`config.mk`:
```
export PLATFORM = sky130hd
export DESIGN_NAME = tff_toggle_decoder
export DESIGN_NICKNAME = d
export VERILOG_FILES = /design/src/rtl/tff_toggle_decoder.sv
export SDC_FILE = /design/constraint.sdc
export NUM_CORES = 1
export LEC_CHECK = 0
export ABC_AREA = 1
export BUFFER_PORTS_ARGS = -buffer_cell sky130_fd_sc_hd__buf_2
export CAP_MARGIN = 20
export CORE_MARGIN = 1
export CORE_UTILIZATION = 30
export DETAILED_ROUTE_END_ITERATION = 6
export PLACE_DENSITY = 0.6
export SETUP_SLACK_MARGIN = 0.02
export SYNTH_ARGS = -nofsm -noshare
export SYNTH_HDL_FRONTEND = slang
export SYNTH_SLANG_ARGS = --single-unit
```
`constraint.sdc`:
```
create_clock -name clk -period 2.2 [get_ports clk]
set_clock_uncertainty 0.05 [all_clocks]
set_input_delay 0.33 -clock clk [delete_from_list [all_inputs] [get_ports clk]]
set_output_delay 0.33 -clock clk [all_outputs]
set_load 0.01 [all_outputs]
```
`src/rtl/tff_toggle_decoder.sv`:
```
// Receive side of the toggle-signalling scheme: synchronises tog_in, turns each level change
// into an event and queues events in a saturating counter behind a valid/ready handshake.
// Optional macro TFF_DEC_STATS_EN adds the 16-bit total_cnt handshake counter output.
module tff_toggle_decoder #(
    parameter int unsigned SYNC_STAGES = 2,
    parameter int unsigned CNT_W       = 4
) (
    input  logic             clk,
    input  logic             rst,
    input  logic             tog_in,
    input  logic             evt_ready,
    input  logic             clr_ovf,
    output logic             evt_valid,
    output logic [CNT_W-1:0] pending,
`ifdef TFF_DEC_STATS_EN
    output logic [15:0]      total_cnt,
`endif
    output logic             overflow
);

    localparam logic [0:0] StInit = 1'b0;
    localparam logic [0:0] StRun  = 1'b1;

    // INIT lasts SYNC_STAGES+1 cycles: long enough for tog_last to see the settled level.
    localparam logic [2:0]       InitLast = 3'(SYNC_STAGES);
    localparam logic [CNT_W-1:0] CntMax   = {CNT_W{1'b1}};
    localparam logic [CNT_W-1:0] CntOne   = CNT_W'(1);

    logic [SYNC_STAGES-1:0] sync_q, sync_d;
    logic                   tog_last_q, tog_last_d;
    logic [0:0]             state_q, state_d;
    logic [2:0]             init_cnt_q, init_cnt_d;
    logic [CNT_W-1:0]       pending_q, pending_d;
    logic                   overflow_q, overflow_d;

    logic tog_s;
    logic evt_det;
    logic hs;
    logic cnt_full;
    logic ovf_set;

    assign tog_s     = sync_q[SYNC_STAGES-1];
    assign evt_det   = (state_q == StRun) & (tog_s ^ tog_last_q);
    assign evt_valid = (pending_q != '0);
    assign hs        = evt_valid & evt_ready;
    assign cnt_full  = (pending_q == CntMax);
    assign pending   = pending_q;
    assign overflow  = overflow_q;

    // Synchroniser, edge history and start-up FSM.
    always_comb begin
        sync_d     = {sync_q[SYNC_STAGES-2:0], tog_in};
        tog_last_d = tog_s;
        state_d    = state_q;
        init_cnt_d = init_cnt_q;
        case (state_q)
            StInit: begin
                if (init_cnt_q == InitLast) begin
                    state_d = StRun;
                end else begin
                    init_cnt_d = init_cnt_q + 3'd1;
                end
            end
            StRun:   state_d = StRun;
            default: state_d = StInit;
        endcase
    end

    // Pending counter and sticky overflow.
    always_comb begin
        pending_d = pending_q;
        ovf_set   = 1'b0;
        if (evt_det && !hs) begin
            if (cnt_full) begin
                ovf_set = 1'b1;
            end else begin
                pending_d = pending_q + CntOne;
            end
        end else if (hs && !evt_det) begin
            pending_d = pending_q - CntOne;
        end

        // A new drop outranks a clear in the same cycle.
        if (ovf_set) begin
            overflow_d = 1'b1;
        end else if (clr_ovf) begin
            overflow_d = 1'b0;
        end else begin
            overflow_d = overflow_q;
        end
    end

    always_ff @(posedge clk or negedge rst) begin
        if (!rst) begin
            sync_q     <= '0;
            tog_last_q <= 1'b0;
            state_q    <= StInit;
            init_cnt_q <= 3'd0;
            pending_q  <= '0;
            overflow_q <= 1'b0;
        end else begin
            sync_q     <= sync_d;
            tog_last_q <= tog_last_d;
            state_q    <= state_d;
            init_cnt_q <= init_cnt_d;
            pending_q  <= pending_d;
            overflow_q <= overflow_d;
        end
    end

`ifdef TFF_DEC_STATS_EN
    logic [15:0] total_cnt_q, total_cnt_d;

    assign total_cnt   = total_cnt_q;
    assign total_cnt_d = hs ? total_cnt_q + 16'd1 : total_cnt_q;

    always_ff @(posedge clk or negedge rst) begin
        if (!rst) begin
            total_cnt_q <= 16'd0;
        end else begin
            total_cnt_q <= total_cnt_d;
        end
    end
`endif

endmodule
```
======== Word-level counts from Yosys, hierarchy flattened ========
Cells that the tools add are included.
W data, S select, Z words.
operators by class
  $add $sub $neg .......................... 3
  multiplexer cells ....................... 9
  reductions and logical operators ........ 9
  bitwise operators ....................... 5
  equality and inequality tests ........... 3
operator list
  kind                   count
  $mux W4                3
  $mux W1                5
  $add A4 B1 Y4 const B  1
  $eq A4 B4 Y1 const B   1
  $reduce_and A2 Y1      2
  $reduce_bool A2 Y1     2
  $reduce_bool A4 Y1     1
  $sub A4 B1 Y4 const B  1
  $add A3 B1 Y3 const B  1
  $eq A3 B2 Y1 const B   1
  $and A1 B1 Y1          2
  $logic_and A1 B1 Y1    2
  $logic_not A1 Y1       2
  $ne A2 B2 Y1 const B   1
  $not A1 Y1             2
  $pmux W1 S2            1
  $xor A1 B1 Y1          1
storage, ports and cells
  output and inout port bits .............. 6
  register bits ........................... 12

======== Logic depth before layout (Yosys ltp) ========
Gate-level depths: netlist of run 1.
  word-level depth ........................ 6
  depth in mapped cells ................... 13
  mapped depth without buffers ............ 13

======== Least setup slack after synthesis of run 1 ========
Ideal clock, no wire load.
  path kind ............................... register to register
  start point ............................. register pending_q[0], in the netlist pending[0]
  end point ............................... register pending_q[3], in the netlist pending[3]
  buffers on the path ..................... 0
  data required time ...................... 2.033 ns
  library setup time ...................... 0.117 ns
  period minus slack after synthesis ...... 1.895 ns
  path slack .............................. 0.305 ns
  stages on the path, launching flop included .. 14
  arrival time ............................ 1.728 ns
  cells stage by stage .................... dfrtp_1 -> nor2_2 -> nand2_2 -> nand2_2 -> nand2_1 -> ha_1 -> nand2_1 -> nand2_1 -> nor2_1 -> inv_1 -> nand2_1 -> nand3_1 -> nand2_1 -> nand2_1
between the ends
  longest elaborated chain between the ends .. 6
RTL lines
  item                                                                 line  text
  start, declared                                                      33    logic [CNT_W-1:0] pending_q, pending_d;
  start signal, assigned                                               106   pending_q <= pending_d;
  $reduce_bool A4 Y1 (*)                                               44    assign evt_valid = (pending_q != '0);
  net evt_valid                                                        13    output logic evt_valid,
  $and A1 B1 Y1 (*)                                                    45    assign hs = evt_valid & evt_ready;
  $logic_not A1 Y1                                                     73    if (evt_det && !hs) begin
  $logic_and A1 B1 Y1                                                  73
  $ne A2 B2 Y1 (no line) / $reduce_bool A2 Y1 (equally long branches)  n/a
  $reduce_and A2 Y1 (no line)                                          n/a
The timed path passes the listed nets; every way through them passes the cells marked *. The select of a mux whose other input is x is not followed.
A chain may end at the register's enable or synchronous reset.

======== Worst setup path after layout of run 1 ========
  start point ............................. register pending_q[2], in the netlist pending[2]
  end point ............................... register pending_q[3], in the netlist pending[3]
between the ends
  longest elaborated chain between the ends .. 6
RTL lines
  item                                                                 line
  $reduce_bool A4 Y1                                                   44
  $and A1 B1 Y1                                                        45
  $logic_not A1 Y1                                                     73
  $logic_and A1 B1 Y1                                                  73
  $ne A2 B2 Y1 (no line) / $reduce_bool A2 Y1 (equally long branches)  n/a
  $reduce_and A2 Y1 (no line)                                          n/a
Parallel ways exist; a longest one is shown, timed or not. The select of a mux whose other input is x is not followed.

==> results of run 1 <==
## logic make-up after synthesis
logic type | share of synthesized area [%]
compound gates | 3.79
xor+xnor | 5.59
fa+ha+maj | 11.2
buf+inv | 5.99
flops | 47.9
simple gates | 25.5
## cell type report
cell class | instances | area, um^2 | share of cell area (%)
inverter | 10 | 37.5 | 4.78
sequential | 12 | 300 | 38.3
timing repair buffer | 13 | 75.1 | 9.57
clock buffer | 4 | 36.3 | 4.63
multi-input combinational | 45 | 302 | 38.4
tap | 27 | 33.8 | 4.31
## routing by layer
metal	vias to the layer above	wire length (um)	track usage, %
li1	246	-	-
met1	198	510	12.2
met2	11	496	16.2
met3	0	49	4.53
met4	0	0	8.33
met5	-	0	0
## stage by stage
stage | instances | total power (uW) | util, % | setup slack (ns) | hold slack, ns
2_1_floorplan | 67 | 555 | - | 0.305 | -0.0156
3_3_place_gp | 106 | 684 | 37.0 | 0.285 | 0.170
3_5_place_dp | 106 | 686 | 37.0 | 0.247 | 0.176
4_1_cts | 111 | 868 | 39.3 | 0.233 | 0.105
5_1_grt | 111 | 969 | 40.0 | 0.0633 | 0.0883
6_report | 111 | 864 | 40.0 | 0.266 | 0.118
## registers in the layout, indices dropped and copies added, names as in the netlist
signal      flops
sync_q          2
init_cnt_q      3
tog_last_q      1
overflow        1
state_q         1
pending         4
## critical path: cells and delay by family, from the launching register on
kind | cells | cell delay, ns
buffers and inverters | 1 | 0.05
adders and majority gates | 1 | 0.32
and+or+nand+nor | 11 | 0.96
DFF | 1 | 0.45
## Yosys cell counts (all sizes together)
cell and instances:
nand3 6, fa 1, o22ai 1, ha 4
xor2 3, nand4 2, o21ai 1, dfrtp 12
xnor2 1, inv 10, nand2 16, nor2 8
o21bai 1, a21oi 1
## report_power, final
part           total, uW  leakage (uW)  switching, uW  internal, uW
Sequential           305      0.000141           40.9           264
Clock                169     0.0000210           68.1           100
Combinational        390      0.000251            214           176
Total                864      0.000414            323           541
## worst min-delay path by stage
| stage | start | to | cells past startpoint |
|---|---|---|---|
| 2_1_floorplan | rst | init_cnt_q[0] | 0 |
| 3_3_place_gp | rst | tog_last_q | 1 |
| 3_5_place_dp | rst | tog_last_q | 1 |
| 4_1_cts | tog_in | sync_q[0] | 1 |
| 5_1_grt | tog_in | sync_q[0] | 1 |
| 6_report | tog_in | sync_q[0] | 1 |
## timing repair
action | in CTS | in global routing
gates resized for setup | 0 | 1
endpoints found under the setup margin | 0 | 1
hold buffers | 1 | 0
hold endpoints to repair | 12 | 0
==> flow_summary.yaml, run 1 <==
synthesis:
  ys_warn_count: 0
  yosys-top-cells-area: "dfrtp_1, ha_1, nand2_1"
  yosysSeqAreaShare_pct: 47.9
  syn_inst: 67
  ys_ff_latch: 12
  avgSynthCellArea_um2: 9.36
  synth_area_um2: 627
  yosysTopAreaCell: "dfrtp_1"
  yosys.area.top_type_share_pct: 47.9
  synth.distinct_cells: 19
  syn_nets: 77
critical_path:
  timing.rr.end: "pending[3]"
  critical_path.cell_chain: "nor2_1 > nand2_2 > nand2_2 > nand2_1 > ha_1 > nand2_1 > nor2_1 > nor2_1 > inv_1 > nand2_1 > nand3_1 > nand2_1 > nand2_1"
  crit_slowest_cell: "dfrtp_1"
  slowest_delay_ns: 0.45
  path_class: "flip-flop to flip-flop"
  required_ns: 2.31
  reg2reg_slack_ns: 0.27
  cp_max_fo: 5
  regToRegStartpoint: "pending[2]"
  cpMostUsedCell: "nand2_1"
  cp-end-kind: "flip-flop"
  cp-endpoint: "pending[3]"
  cp_data_arrival_time_ns: 2.04
  critPathLaunchType: "flip-flop"
  reg2regPathDepth: 13
  crit_start: "pending[2]"
cts:
  cts-root-buf: "clkbuf_4"
  cts.sinks: 12
  postCtsSetupRepairBufs: 0
  clock_latency_ns: 0.26
  numCtsBuffers: 3
  clock_path_buffers: 2
  clkTransAtPathRegs_ns: 0.07
  cts_htree_levels: 1
  cts_tree: "done"
timing:
  max_freq_mhz: 517
  rsz0062_at_grt: "no"
  tightestPinTransition_ns: 0.336
  setup-tns-final_ns: 0
  relSlewSlack_pct: 77.5
  finalCritPeriodShare_pct: 87.9
  final_max_slew_viol_count: 0
  min_period_ns: 1.93
  final_hold_viol_count: 0
  setup_violations: 0
outcome:
  outcome: "finished, final reports clean"
drt:
  drt_wl_total_um: 1060
  antenna_left: 0
  vias: 455
  drtPass1Iterations: 4
  route.detailed.drc: 0
  drt_iter0_markers: 5
  wire_per_inst_um: 9.51
  vias_per_cell: 4.10
floorplan:
  ios: 11
  die_h_um: 47.7
  chipWidth_um: 47.7
  die_area_um2: 2280
  coreArea_um2: 1960
  rows: 16
  initial_core_util_pct: 32.0
power:
  p_per_area_nw_per_um2: 1100
  ir_drop_uv: 342
  power_leakage_uw: 0.000414
global_route:
  grt_max_degree: 13
  grt_overflow: 0
  grt_pass1_wl_um: 1560
  grt_pass1_vias: 389
  antenna_found_initial: 0
  grt_use_total_pct: 10.9
placed_design:
  place_area_um2: 726
  dp_hpwl_um: 833
  place.gp.congestion: 0.763
  port_buffers: 10
hold_path:
  hold_path.class: "primary input to flip-flop"
layout:
  stdcell_area_um2: 785
  fill_cells: 215
  final_cell_mix: "nand2_1, dfrtp_1, inv_1, buf_2, nor2_1"
  diodes: 0
  final_common_cell: "nand2_1"
  drive_gt1_share_pct: 27.4
  syn2layout_area_growth_pct: 25.1
  num-nets-final: 95
flow_run:
  max_cap_viol_count: 0
Power figures use the tool's default switching activity.
==> inputs of run 2 (changes only) <==
==> constraint.sdc (replaced) <==
create_clock -name clk -period 2.2 [get_ports clk]
set_clock_uncertainty 0.05 [all_clocks]
set_input_delay 0.22 -clock clk [delete_from_list [all_inputs] [get_ports clk]]
set_output_delay 0.22 -clock clk [all_outputs]
set_load 0.01 [all_outputs]
==> flow_summary.yaml, run 2 (synthesis results as in run 1) <==
floorplan:
  die_area_um2: 2280
  die_h_um: 47.7
  chipWidth_um: 47.7
  initial_core_util_pct: 32.0
  coreArea_um2: 1960
  rows: 16
  ios: 11
cts:
  cts-root-buf: "clkbuf_4"
  cts_htree_levels: 1
  cts.sinks: 12
  numCtsBuffers: 3
  cts_tree: "done"
  clkTransAtPathRegs_ns: 0.07
  clock_path_buffers: 2
  clock_latency_ns: 0.26
critical_path:
  regToRegStartpoint: "pending[2]"
  cpMostUsedCell: "nand2_1"
  required_ns: 2.31
  cp_data_arrival_time_ns: 2.04
  reg2reg_slack_ns: 0.27
  cp-end-kind: "flip-flop"
  cp_top_family: "simple AND/OR/NAND/NOR gates"
  slowest_delay_ns: 0.45
  reg2regPathDepth: 13
  cp_max_fo: 5
  cp-endpoint: "pending[3]"
  path_class: "flip-flop to flip-flop"
  crit_start: "pending[2]"
  critical_path.cell_chain: "nor2_1 > nand2_2 > nand2_2 > nand2_1 > ha_1 > nand2_1 > nor2_1 > nor2_1 > inv_1 > nand2_1 > nand3_1 > nand2_1 > nand2_1"
  critPathLaunchType: "flip-flop"
  crit_buf_inv: 1
  cp.depth: 13
  timing.rr.end: "pending[3]"
  crit_slowest_cell: "dfrtp_1"
global_route:
  grt_pass1_vias: 392
  grt_max_degree: 13
  grt_pass1_wl_um: 1570
  grt_overflow: 0
  grt_use_total_pct: 10.9
  antenna_found_initial: 0
placed_design:
  port_buffers: 10
  place_inst: 106
  dp_hpwl_um: 833
  place.gp.congestion: 0.763
drt:
  vias_per_cell: 4.08
  route.detailed.drc: 0
  drtPass1Iterations: 4
  vias: 457
  drt_wl_total_um: 1060
  wire_per_inst_um: 9.46
  drt_iter0_markers: 5
  antenna_left: 0
power:
  p_per_area_nw_per_um2: 1090
  ir_drop_uv: 342
  power_leakage_uw: 0.000418
  p_total_uw: 865
layout:
  diodes: 0
  largest_reg_flops: 4
  fill_cells: 214
  num-nets-final: 96
  drive_gt1_share_pct: 27.1
  final_cells: 112
  syn2layout_area_growth_pct: 26.7
  final_common_cell: "nand2_1"
  final_cell_mix: "nand2_1, dfrtp_1, inv_1, buf_2, nor2_1"
timing:
  tightestPinTransition_ns: 0.336
  min_period_ns: 1.93
  max_freq_mhz: 517
  final_hold_viol_count: 0
  setup-tns-final_ns: 0
  finalCritPeriodShare_pct: 87.9
  setup_violations: 0
  relSlewSlack_pct: 77.5
  final_max_slew_viol_count: 0
  rsz0062_at_grt: "no"
hold_path:
  hold_path.class: "primary input to flip-flop"
outcome:
  outcome: "finished, final reports clean"
flow_run:
  max_cap_viol_count: 0
-- run 2: cell count changes in the layout (fill, tap and decap cells not counted) --
cell | before | now
dlygate4sd3_1 | 1 | 2
-- run 2: metal layers --
metal  vias up  share of wire (%)  GRT usage (%)
met2        11                 47           16.2
met4         0                  0           8.33
met1       198                 48           12.4
met3         0                4.6           4.53
li1        248                  -              -
met5         -                  0              0
-- run 2: how the worst min path moves through the flow --
| stage | startpoint | to | slack [ns] | cells past startpoint |
|---|---|---|---|---|
| 3_3_place_gp | rst | tog_last_q | 0.06 | 1 |
| 4_1_cts | clr_ovf | overflow | 0.08 | 2 |
| 2_1_floorplan | rst | init_cnt_q[0] | -0.13 | 0 |
| 3_5_place_dp | rst | tog_last_q | 0.07 | 1 |
| 5_1_grt | clr_ovf | overflow | 0.08 | 2 |
| 6_report | clr_ovf | overflow | 0.09 | 2 |
-- run 2: final cells by class --
type / count / area (um^2) / area share, %
Timing Repair Buffer: 14 / 85.1 / 10.7
Inverter: 10 / 37.5 / 4.72
Multi-Input combinational cell: 45 / 302 / 38.0
Clock buffer: 4 / 36.3 / 4.57
Sequential cell: 12 / 300 / 37.8
Tap cell: 27 / 33.8 / 4.25
-- run 2: power breakdown --
| part | switching, uW | internal (uW) |
|---|---|---|
| clock | 68.1 | 100 |
| combinational | 214 | 177 |
| sequential | 40.9 | 264 |
-- run 2: per-stage QoR --
step           setup slack [ns]  util [%]  hold slack (ns)  cell area (um^2)
3_3_place_gp              0.285      37.0           0.0601               726
3_5_place_dp              0.247      37.0           0.0656               726
5_1_grt                  0.0633      40.5           0.0766               795
4_1_cts                   0.233      39.9           0.0767               782
6_report                  0.266      40.5           0.0914               795
2_1_floorplan             0.305         -           -0.126               627
-- run 2: timing repair --
| action | in CTS | in global routing |
|---|---|---|
| setup endpoints to repair | 0 | 1 |
| hold buffers | 2 | 0 |
| buffers inserted | 0 | 0 |
| hold endpoints to repair | 13 | 0 |
| gates resized for setup | 0 | 1 |
